**config.mk**
```make
export PLATFORM = sky130hd
export DESIGN_NAME = aes_job_arbiter
export DESIGN_NICKNAME = d
export VERILOG_FILES = /design/src/rtl/aes_job_arbiter.sv
export SDC_FILE = /design/constraint.sdc
export NUM_CORES = 1
export LEC_CHECK = 0
export BUFFER_PORTS_ARGS = -buffer_cell sky130_fd_sc_hd__buf_2
export CAP_MARGIN = 20
export CORE_AREA = 2 2 409 411
export CTS_BUF_LIST = sky130_fd_sc_hd__clkbuf_2
export DETAILED_ROUTE_END_ITERATION = 16
export DIE_AREA = 0 0 411 413
export GPL_TIMING_DRIVEN = 0
export PLACE_DENSITY_LB_ADDON = 0.3
export SETUP_SLACK_MARGIN = 0.02
export SLEW_MARGIN = 40
export SYNTH_ARGS = -nofsm -noshare
export SYNTH_HDL_FRONTEND = slang
export SYNTH_SLANG_ARGS = --single-unit
```
**constraint.sdc**
```tcl
create_clock -name CLK -period 30.2 [get_ports CLK]
set_clock_uncertainty 0.1 [all_clocks]
set_input_delay 6.04 -clock CLK [delete_from_list [all_inputs] [get_ports CLK]]
set_output_delay 6.04 -clock CLK [all_outputs]
set_load 0.01 [all_outputs]
```
**src/rtl/aes_job_arbiter.sv**
```systemverilog
// aes_job_arbiter: round-robin sequencer sharing one AES decryption core between NUM_REQ requesters.
// Define AES_ARB_TIMEOUT_EN to build the RUN-state watchdog (limit TIMEOUT cycles, aborts with RSP_ERR).
module aes_job_arbiter #(
  parameter int NUM_REQ = 2,
  parameter int TIMEOUT = 1023,
  localparam int IDW = $clog2(NUM_REQ)
) (
  input  logic                   CLK,
  input  logic                   RESET,
  input  logic [NUM_REQ-1:0]     REQ,
  input  logic [NUM_REQ*128-1:0] REQ_KEY,
  input  logic [NUM_REQ*128-1:0] REQ_MSG,
  output logic [NUM_REQ-1:0]     ACK,
  output logic                   RSP_VALID,
  output logic [IDW-1:0]         RSP_ID,
  output logic [127:0]           RSP_MSG,
  output logic                   RSP_ERR,
  output logic                   BUSY,
  output logic                   AES_START,
  output logic [127:0]           AES_KEY,
  output logic [127:0]           AES_MSG_ENC,
  input  logic                   AES_DONE,
  input  logic [127:0]           AES_MSG_DEC
);
  typedef enum logic [1:0] {IDLE, RUN, RELEASE} state_t;
  state_t         r_state;
  logic [IDW-1:0] r_last;
  logic           w_any;
  logic [IDW-1:0] w_id;
  if (NUM_REQ < 2 || NUM_REQ > 8 || TIMEOUT < 1) begin : g_bad_param
    $error("aes_job_arbiter: NUM_REQ must be 2..8 and TIMEOUT >= 1");
  end
`ifdef AES_ARB_TIMEOUT_EN
  localparam int CW = $clog2(TIMEOUT + 1);
  logic [CW-1:0] r_cnt;
`else
  assign RSP_ERR = 1'b0;
`endif
  // Scan downward so the requester closest after r_last overwrites the others.
  always_comb begin
    w_any = 1'b0;
    w_id  = '0;
    for (int k = NUM_REQ; k >= 1; k--)
      if (REQ[(int'(r_last) + k) % NUM_REQ]) begin
        w_any = 1'b1;
        w_id  = IDW'((int'(r_last) + k) % NUM_REQ);
      end
  end
  always_ff @(posedge CLK or posedge RESET)
    if (RESET) begin
      r_state     <= IDLE;
      r_last      <= IDW'(NUM_REQ - 1);
      ACK         <= '0;
      RSP_VALID   <= 1'b0;
      RSP_ID      <= '0;
      RSP_MSG     <= '0;
      BUSY        <= 1'b0;
      AES_START   <= 1'b0;
      AES_KEY     <= '0;
      AES_MSG_ENC <= '0;
`ifdef AES_ARB_TIMEOUT_EN
      RSP_ERR     <= 1'b0;
      r_cnt       <= '0;
`endif
    end else begin
      ACK       <= '0;
      RSP_VALID <= 1'b0;
      case (r_state)
        IDLE: if (w_any) begin
          r_state     <= RUN;
          r_last      <= w_id;
          ACK         <= NUM_REQ'(1) << w_id;
          AES_START   <= 1'b1;
          BUSY        <= 1'b1;
          AES_KEY     <= REQ_KEY[w_id*128 +: 128];
          AES_MSG_ENC <= REQ_MSG[w_id*128 +: 128];
`ifdef AES_ARB_TIMEOUT_EN
          r_cnt       <= '0;
`endif
        end
        RUN: if (AES_DONE) begin
          r_state   <= RELEASE;
          RSP_MSG   <= AES_MSG_DEC;
          RSP_ID    <= r_last;
          RSP_VALID <= 1'b1;
          AES_START <= 1'b0;
`ifdef AES_ARB_TIMEOUT_EN
          RSP_ERR   <= 1'b0;
        end else if (r_cnt == CW'(TIMEOUT)) begin
          r_state   <= RELEASE;
          RSP_MSG   <= '0;
          RSP_ID    <= r_last;
          RSP_VALID <= 1'b1;
          RSP_ERR   <= 1'b1;
          AES_START <= 1'b0;
        end else begin
          r_cnt     <= r_cnt + 1'b1;
`endif
        end
        RELEASE: if (!AES_DONE) begin
          r_state <= IDLE;
          BUSY    <= 1'b0;
        end
        default: r_state <= IDLE;
      endcase
    end
endmodule
```
==> flow_metrics.env, run 1 <==
export IMPL_fin_tns_setup_ns=0
export IMPL_setup_worst_path_start_class="flip-flop"
export IMPL_vias=14800
export IMPL_ant_nets=0
export IMPL_cts_buffers=121
export IMPL_syn_area_per_cell_um2=15.7
export IMPL_cts_sinks=393
export IMPL_combPwrFrac_pct=46.2
export IMPL_leakagePower_nw=12.6
export IMPL_synthCells=1126
export IMPL_n_fill_cell=18800
export IMPL_drive_gt1_share_pct=72.2
export IMPL_antenna_found_initial=83
export IMPL_layout_commonest_cell="buf_2"
export IMPL_worst_pin_slew_ns=0.821
export IMPL_crit_type="reg2out"
export IMPL_synth_seq_area_share_pct=55.7
export IMPL_io_buffers=1034
export IMPL_multi_input_area_um2=7320
export IMPL_slew_headroom_pct=45.2
export IMPL_regArea_um2=9840
export IMPL_cts_buffer_depth=3
export IMPL_synth_top_area_share_pct=55.5
export IMPL_clock_latency_ns=1.49
export IMPL_finalHoldViolations=0
export IMPL_hold_depth=2
export IMPL_finalNetCount=2935
export IMPL_p_switching_mw=1.04
export IMPL_drt_initial_drc_count=426
export IMPL_dieWidth_um=411
export IMPL_die_area_um2=170000
export IMPL_cts_resized_gates=0
export IMPL_rsz0062_at_grt="false"
export IMPL_viasPerCell=3.20
export IMPL_setup_worst_path_end_class="primary output"
export IMPL_holdCritStartpoint="AES_START"
export IMPL_max_stage_delay_ns=0.48
export IMPL_post_drt_wl_per_cell_um=22.3
export IMPL_cts_hold_buf=0
export IMPL_start_util_pct=10.6
export IMPL_cpMaxStageDelayCell="dfrtp_1"
export IMPL_wl_um=103000
export IMPL_gr_total_overflow=0
export IMPL_rrSetupSlack_ns=27.43
export IMPL_path_buf_inv=1
export IMPL_worstPathArrival_ns=2.16
export IMPL_synth_cell_type_count=22
export IMPL_mostFrequentLayoutCells="1,070 x buf_2, 423 x mux2_2, 392 x dfrtp_1"
export IMPL_timing_rr_end="AES_MSG_ENC[0]"
export IMPL_critPathMaxFanout=3
export IMPL_hpwl_um=88200
export IMPL_synth_nets=1771
export IMPL_post_route_period_util_pct=27.5
export IMPL_p_int_mw=1.53
export IMPL_synth_warning_count=0
export IMPL_slew_violations=0
export IMPL_core_area_um2=166000
export IMPL_p_per_area_nw_per_um2=95.2
export IMPL_clk_pin_slew_worst_paths_ns=0.11
export IMPL_setup_ws_ns=21.90
export IMPL_fp_row_count=150
export IMPL_p_clk_share_pct=17.2
export IMPL_synthTopCellsByArea="dfrtp_1 56%, mux2_2 27%, mux2_1 14%"
export IMPL_ff2ff_path_depth=6
export IMPL_io_pins=1036
export IMPL_p_seq_share_pct=36.7
export IMPL_drc=0
export IMPL_gr_usage_all_layers_pct=11.7
export IMPL_crit_family="flip-flops"
export IMPL_hold_end="AES_START"
export IMPL_status="finished, final reports clean"
export IMPL_post_cts_buffers=0
export IMPL_ir_drop_v=0.0000386
export IMPL_grt_max_degree=70
export IMPL_synth_top_cell_by_area="dfrtp_1"
export IMPL_syn_area_um2=17700
export IMPL_reg2reg_from="r_last"
export IMPL_place_congestion=0.924
export IMPL_hp_class="reg2reg"
export IMPL_netSwitchingFraction_pct=40.6
export IMPL_path_cells="buf_2"
export IMPL_maxCapViolCount=0
export IMPL_grt_pass1_wl_um=131000
export IMPL_min_period_ns=8.30
export IMPL_cp_required_ns=24.06
export IMPL_tritoncts="yes"
export IMPL_setup_violations=0
export IMPL_grt_pass1_vias=15100
export IMPL_die_y_um=413
export IMPL_htreeDepth=3
export IMPL_area_delta_synth_final_pct=52.7
export IMPL_clockRootBuffer="clkbuf_2"
export IMPL_ys_seq_elements=393
export IMPL_drtPass1Iterations=4
export IMPL_max_freq_mhz=120
export IMPL_dp_slack_ns=21.68
[synth_stat cells]
cell and number:
a21bo_1 1, a21oi_1 2, a31oi_1 1, buf_1 4, buf_2 36, buf_4 1, buf_6 25, clkbuf_1 6
conb_1 1, dfrtp_1 392, dfstp_2 1, inv_1 3, mux2_1 218, mux2_2 423, nand2_1 3, nand2b_1 2
nand3b_1 1, nor2_1 1, nor2b_1 1, nor3_1 1, o21ai_0 2, o21ai_1 1
[per-layer routing]
| layer | vias up | part of all wire [%] | wire (um) | global-route usage, % |
|---|---|---|---|---|
| li1 | 6527 | - | - | - |
| met1 | 7258 | 37 | 37500 | 12.4 |
| met2 | 675 | 50 | 51700 | 20.1 |
| met3 | 242 | 9.4 | 9650 | 4.80 |
| met4 | 80 | 3.4 | 3500 | 5.13 |
| met5 | - | 0.48 | 491 | 0 |
[logic make-up (layout without fill, tap and decap cells)]
logic type,after synthesis,in the layout,share of synthesized area [%]
and+or+nand+nor,9,9,0.262
AOI/OAI and AO/OA,7,7,0.234
DFF,393,393,55.7
buffers and inverters,75,1338,2.93
muxes,641,641,40.9
other,1,27,0.0212
[layout make-up]
type / count / area share, %
Inverter: 3 / 0.0696
Clock buffer: 181 / 3.36
Buffer: 72 / 1.90
Antenna cell: 26 / 0.241
Multi-Input combinational cell: 658 / 27.1
Tap cell: 2204 / 10.2
Sequential cell: 393 / 36.5
Timing Repair Buffer: 1041 / 19.9
Clock inverter: 41 / 0.751
[worst reg2reg max path, cell delays in order, from the launching register on]
cell and delay (ns):
dfstp_2 0.57, a21bo_1 0.10, buf_2 0.37, buf_6 0.29, buf_6 0.23, mux2_1 0.55
mux2_2 0.34
[sequential cells by signal, summed over array words and instances, names as in the netlist]
signal / flops
r_last: 1
AES_KEY: 128
AES_MSG_ENC: 128
AES_START: 1
RSP_VALID: 1
ACK: 2
BUSY: 1
r_state: 2
RSP_ID: 1
RSP_MSG: 128
[worst max-delay path by stage]
stage,from,end,slack (ns),depth (start not counted)
after floorplan,RESET,ACK[0],13.14,1
after global placement,RESET,RSP_MSG[72],6.60,2
after detailed placement,REQ[1],AES_MSG_ENC[127],21.68,7
after CTS,RSP_MSG[105],RSP_MSG[105],21.44,1
after global routing,AES_MSG_ENC[97],AES_MSG_ENC[97],21.60,1
final,AES_KEY[34],AES_KEY[34],21.90,1
[power by group through the flow]
stage	Combinational, mW	Sequential [mW]	Clock, mW
after global routing	1.27	0.974	0.501
after floorplan	0.494	1.06	0
after CTS	1.23	0.943	0.479
after detailed placement	1.23	0.954	0
final	1.19	0.942	0.441
after global placement	1.22	0.950	0
[through the flow]
stage	total power, mW	cell area, um^2	hold WS, ns	cells	utilization (%)
2_1_floorplan	1.55	17700	0.356	1126	-
3_3_place_gp	2.17	25600	0.364	4364	15.4
3_5_place_dp	2.18	25800	0.371	4371	15.6
4_1_cts	2.66	26900	0.370	4593	16.2
5_1_grt	2.75	26900	0.408	4605	16.2
6_report	2.57	27000	0.385	4619	16.3
Power figures use the tool's default switching activity.
==> run 2: changes to the inputs <==
--- a/config.mk
+++ b/config.mk
@@ -5,12 +5,13 @@
 export SDC_FILE = /design/constraint.sdc
 export NUM_CORES = 1
 export LEC_CHECK = 0
+export ABC_AREA = 1
 export BUFFER_PORTS_ARGS = -buffer_cell sky130_fd_sc_hd__buf_2
 export CAP_MARGIN = 20
-export CORE_AREA = 2 2 409 411
+export CORE_AREA = 2 2 406 408
 export CTS_BUF_LIST = sky130_fd_sc_hd__clkbuf_2
 export DETAILED_ROUTE_END_ITERATION = 16
-export DIE_AREA = 0 0 411 413
+export DIE_AREA = 0 0 408 410
 export GPL_TIMING_DRIVEN = 0
 export PLACE_DENSITY_LB_ADDON = 0.3
 export SETUP_SLACK_MARGIN = 0.02
==> constraint.sdc (replaced) <==
create_clock -name CLK -period 7.2 [get_ports CLK]
set_clock_uncertainty 0.1 [all_clocks]
set_input_delay 1.44 -clock CLK [delete_from_list [all_inputs] [get_ports CLK]]
set_output_delay 1.44 -clock CLK [all_outputs]
set_load 0.01 [all_outputs]
==> flow_metrics.env, run 2 <==
export IMPL_status="finished, final reports clean"
export IMPL_crit_family="flip-flops"
export IMPL_wl_um=133000
export IMPL_hold_depth=5
export IMPL_synth_warning_count=0
export IMPL_finalNetCount=4724
export IMPL_drtPass1Iterations=5
export IMPL_gr_total_overflow=0
export IMPL_worstPathArrival_ns=2.08
export IMPL_synth_seq_area_share_pct=53.4
export IMPL_drt_initial_drc_count=1535
export IMPL_die_area_um2=167000
export IMPL_worst_pin_slew_ns=0.866
export IMPL_layout_commonest_cell="nand2_1"
export IMPL_syn_area_um2=18400
export IMPL_max_stage_delay_ns=0.35
export IMPL_max_freq_mhz=277
export IMPL_clock_latency_ns=1.42
export IMPL_cp_required_ns=5.66
export IMPL_grt_pass1_wl_um=180000
export IMPL_leakagePower_nw=18.1
export IMPL_holdCritStartpoint="REQ_MSG[105]"
export IMPL_clk_pin_slew_worst_paths_ns=0.10
export IMPL_ys_seq_elements=393
export IMPL_synth_nets=3156
export IMPL_rrSetupSlack_ns=3.79
export IMPL_reg2reg_from="r_last"
export IMPL_setup_ws_ns=3.58
export IMPL_setup_worst_path_start_class="flip-flop"
export IMPL_antenna_found_initial=49
export IMPL_rsz0062_at_grt="false"
export IMPL_ir_drop_v=0.000152
export IMPL_setup_worst_path_end_class="primary output"
export IMPL_tritoncts="yes"
export IMPL_gr_usage_all_layers_pct=15.3
export IMPL_wl_met3_um=11600
export IMPL_area_delta_synth_final_pct=73.4
export IMPL_yosysMostFrequentCell="nand2_1"
export IMPL_synth_cell_type_count=19
export IMPL_path_buf_inv=1
export IMPL_p_per_area_nw_per_um2=357
export IMPL_syn_area_per_cell_um2=7.33
export IMPL_finalHoldViolations=0
export IMPL_grt_max_degree=24
export IMPL_dieWidth_um=408
export IMPL_hpwl_um=109000
export IMPL_synth_ff_type="dfrtp_1"
export IMPL_n_fill_cell=18900
export IMPL_synth_top_area_share_pct=53.3
export IMPL_synthCells=2511
export IMPL_hold_end="AES_MSG_ENC[105]"
export IMPL_maxCapViolCount=0
export IMPL_ant_nets=0
export IMPL_drive_gt1_share_pct=33.4
export IMPL_post_drt_wl_per_cell_um=20.9
export IMPL_slew_headroom_pct=42.3
export IMPL_htreeDepth=3
export IMPL_wl_met2_um=63800
export IMPL_async_flop_share_pct=100
export IMPL_wl_met1_um=52300
export IMPL_cts_sinks=393
export IMPL_io_buffers=1033
export IMPL_top_layer="met5"
export IMPL_hp_class="in2reg"
export IMPL_slew_violations=0
export IMPL_min_period_ns=3.62
export IMPL_ff2ff_path_depth=9
export IMPL_post_route_period_util_pct=50.2
export IMPL_setup_violations=0
export IMPL_path_cells="buf_2"
export IMPL_synthTopCellsByArea="dfrtp_1 53%, nand2_1 34%, nand3_1 7.0%"
export IMPL_mostFrequentLayoutCells="1,673 x nand2_1, 1,165 x buf_2, 395 x dlygate4sd3_1"
export IMPL_cpMaxStageDelayCell="dfrtp_1"
export IMPL_fin_tns_setup_ns=0
export IMPL_critPathMaxFanout=2
export IMPL_fp_row_count=149
export IMPL_grt_pass1_vias=23800
export IMPL_core_area_um2=163000
export IMPL_vias=23400
export IMPL_crit_type="reg2out"
export IMPL_drc=0
export IMPL_cts_buffers=116
export IMPL_synthTopCellsByCount="1,673 x nand2_1, 392 x dfrtp_1, 256 x nand3_1, 133 x buf_2, 16 x clkbuf_1"
export IMPL_largestRegisters="AES_KEY: 128 flops, AES_MSG_ENC: 128 flops, RSP_MSG: 128 flops"
export IMPL_synth_top_cell_by_area="dfrtp_1"
export IMPL_viasPerCell=3.67
export IMPL_place_congestion=0.948
export IMPL_dp_slack_ns=2.83
export IMPL_die_y_um=410
export IMPL_start_util_pct=11.3
export IMPL_timing_rr_end="AES_KEY[52]"
export IMPL_clockRootBuffer="clkbuf_2"
export IMPL_synth_edff_count=0
export IMPL_io_pins=1036
export IMPL_cts_buffer_depth=3
-- run 2: kinds of logic after synthesis --
kind of cell	after synthesis	share of synthesized area, %
AND/OR/NAND/NOR	1934	41.2
flip-flops	393	53.4
buffers and inverters	177	5.13
AO/OA/AOI/OAI	6	0.184
other	1	0.0204
-- run 2: metrics by stage --
stage	cell area [um^2]	hold slack [ns]	total power, mW	instances	utilization, %
after floorplan	18400	0.380	6.30	2511	-
after global placement	26300	0.351	9.38	5733	16.1
after detailed placement	26900	0.353	9.43	5755	16.4
after CTS	31900	0.0000341	11.6	6361	19.5
after global routing	31900	0.0749	12.2	6375	19.5
final	31900	0.288	11.4	6383	19.5
-- run 2: metal layers --
metal	vias up	global-route usage (%)
li1	10900	-
met1	11200	17.7
met2	1014	25.7
met3	239	5.25
met4	22	6.62
met5	-	0
-- run 2: timing repair --
item / CTS / global route
resized for setup: 0 / 0
setup buffers: 0 / 0
endpoints found under the setup margin: 0 / 0
hold buffers: 395 / 0
endpoints found under the hold margin: 333 / 0
-- run 2: worst max path at each step --
| stage | slack, ns | end | start | cells after the start |
|---|---|---|---|---|
| after floorplan | 0.37 | ACK[0] | RESET | 1 |
| after global placement | -3.07 | AES_MSG_ENC[14] | RESET | 2 |
| after detailed placement | 2.83 | AES_KEY[54] | REQ[0] | 9 |
| after CTS | 3.24 | AES_KEY[59] | AES_KEY[59] | 1 |
| after global routing | 3.33 | AES_KEY[59] | AES_KEY[59] | 1 |
| final | 3.58 | AES_KEY[59] | AES_KEY[59] | 1 |
-- run 2: report_power, final --
| part | switching [mW] | internal [mW] | total [mW] |
|---|---|---|---|
| sequential | 0.584 | 3.24 | 3.83 |
| clock | 1.19 | 0.633 | 1.82 |
| combinational | 3.80 | 1.93 | 5.73 |
| total | 5.57 | 5.81 | 11.4 |
-- run 2: worst reg2reg max path, stage by stage (launching register included) --
cell	delay (ns)
dfstp_2	0.56
nand2_2	0.24
nand2_2	0.26
buf_2	0.59
buf_2	0.71
nand2_1	0.23
nand2_1	0.12
dlygate4sd3_1	0.56
nand2_1	0.06
nand2_1	0.07
-- run 2: layout make-up --
class,instances,area [um^2],share of cell area [%]
diodes,22,55.1,0.173
multi-input cells,1941,7620,23.9
clock buffers,158,791,2.48
flip-flops and latches,393,9840,30.8
clock inverters,53,260,0.816
inverters,6,26.3,0.0823
well taps,2189,2740,8.58
repair buffers,1450,9650,30.3
plain buffers,171,926,2.90
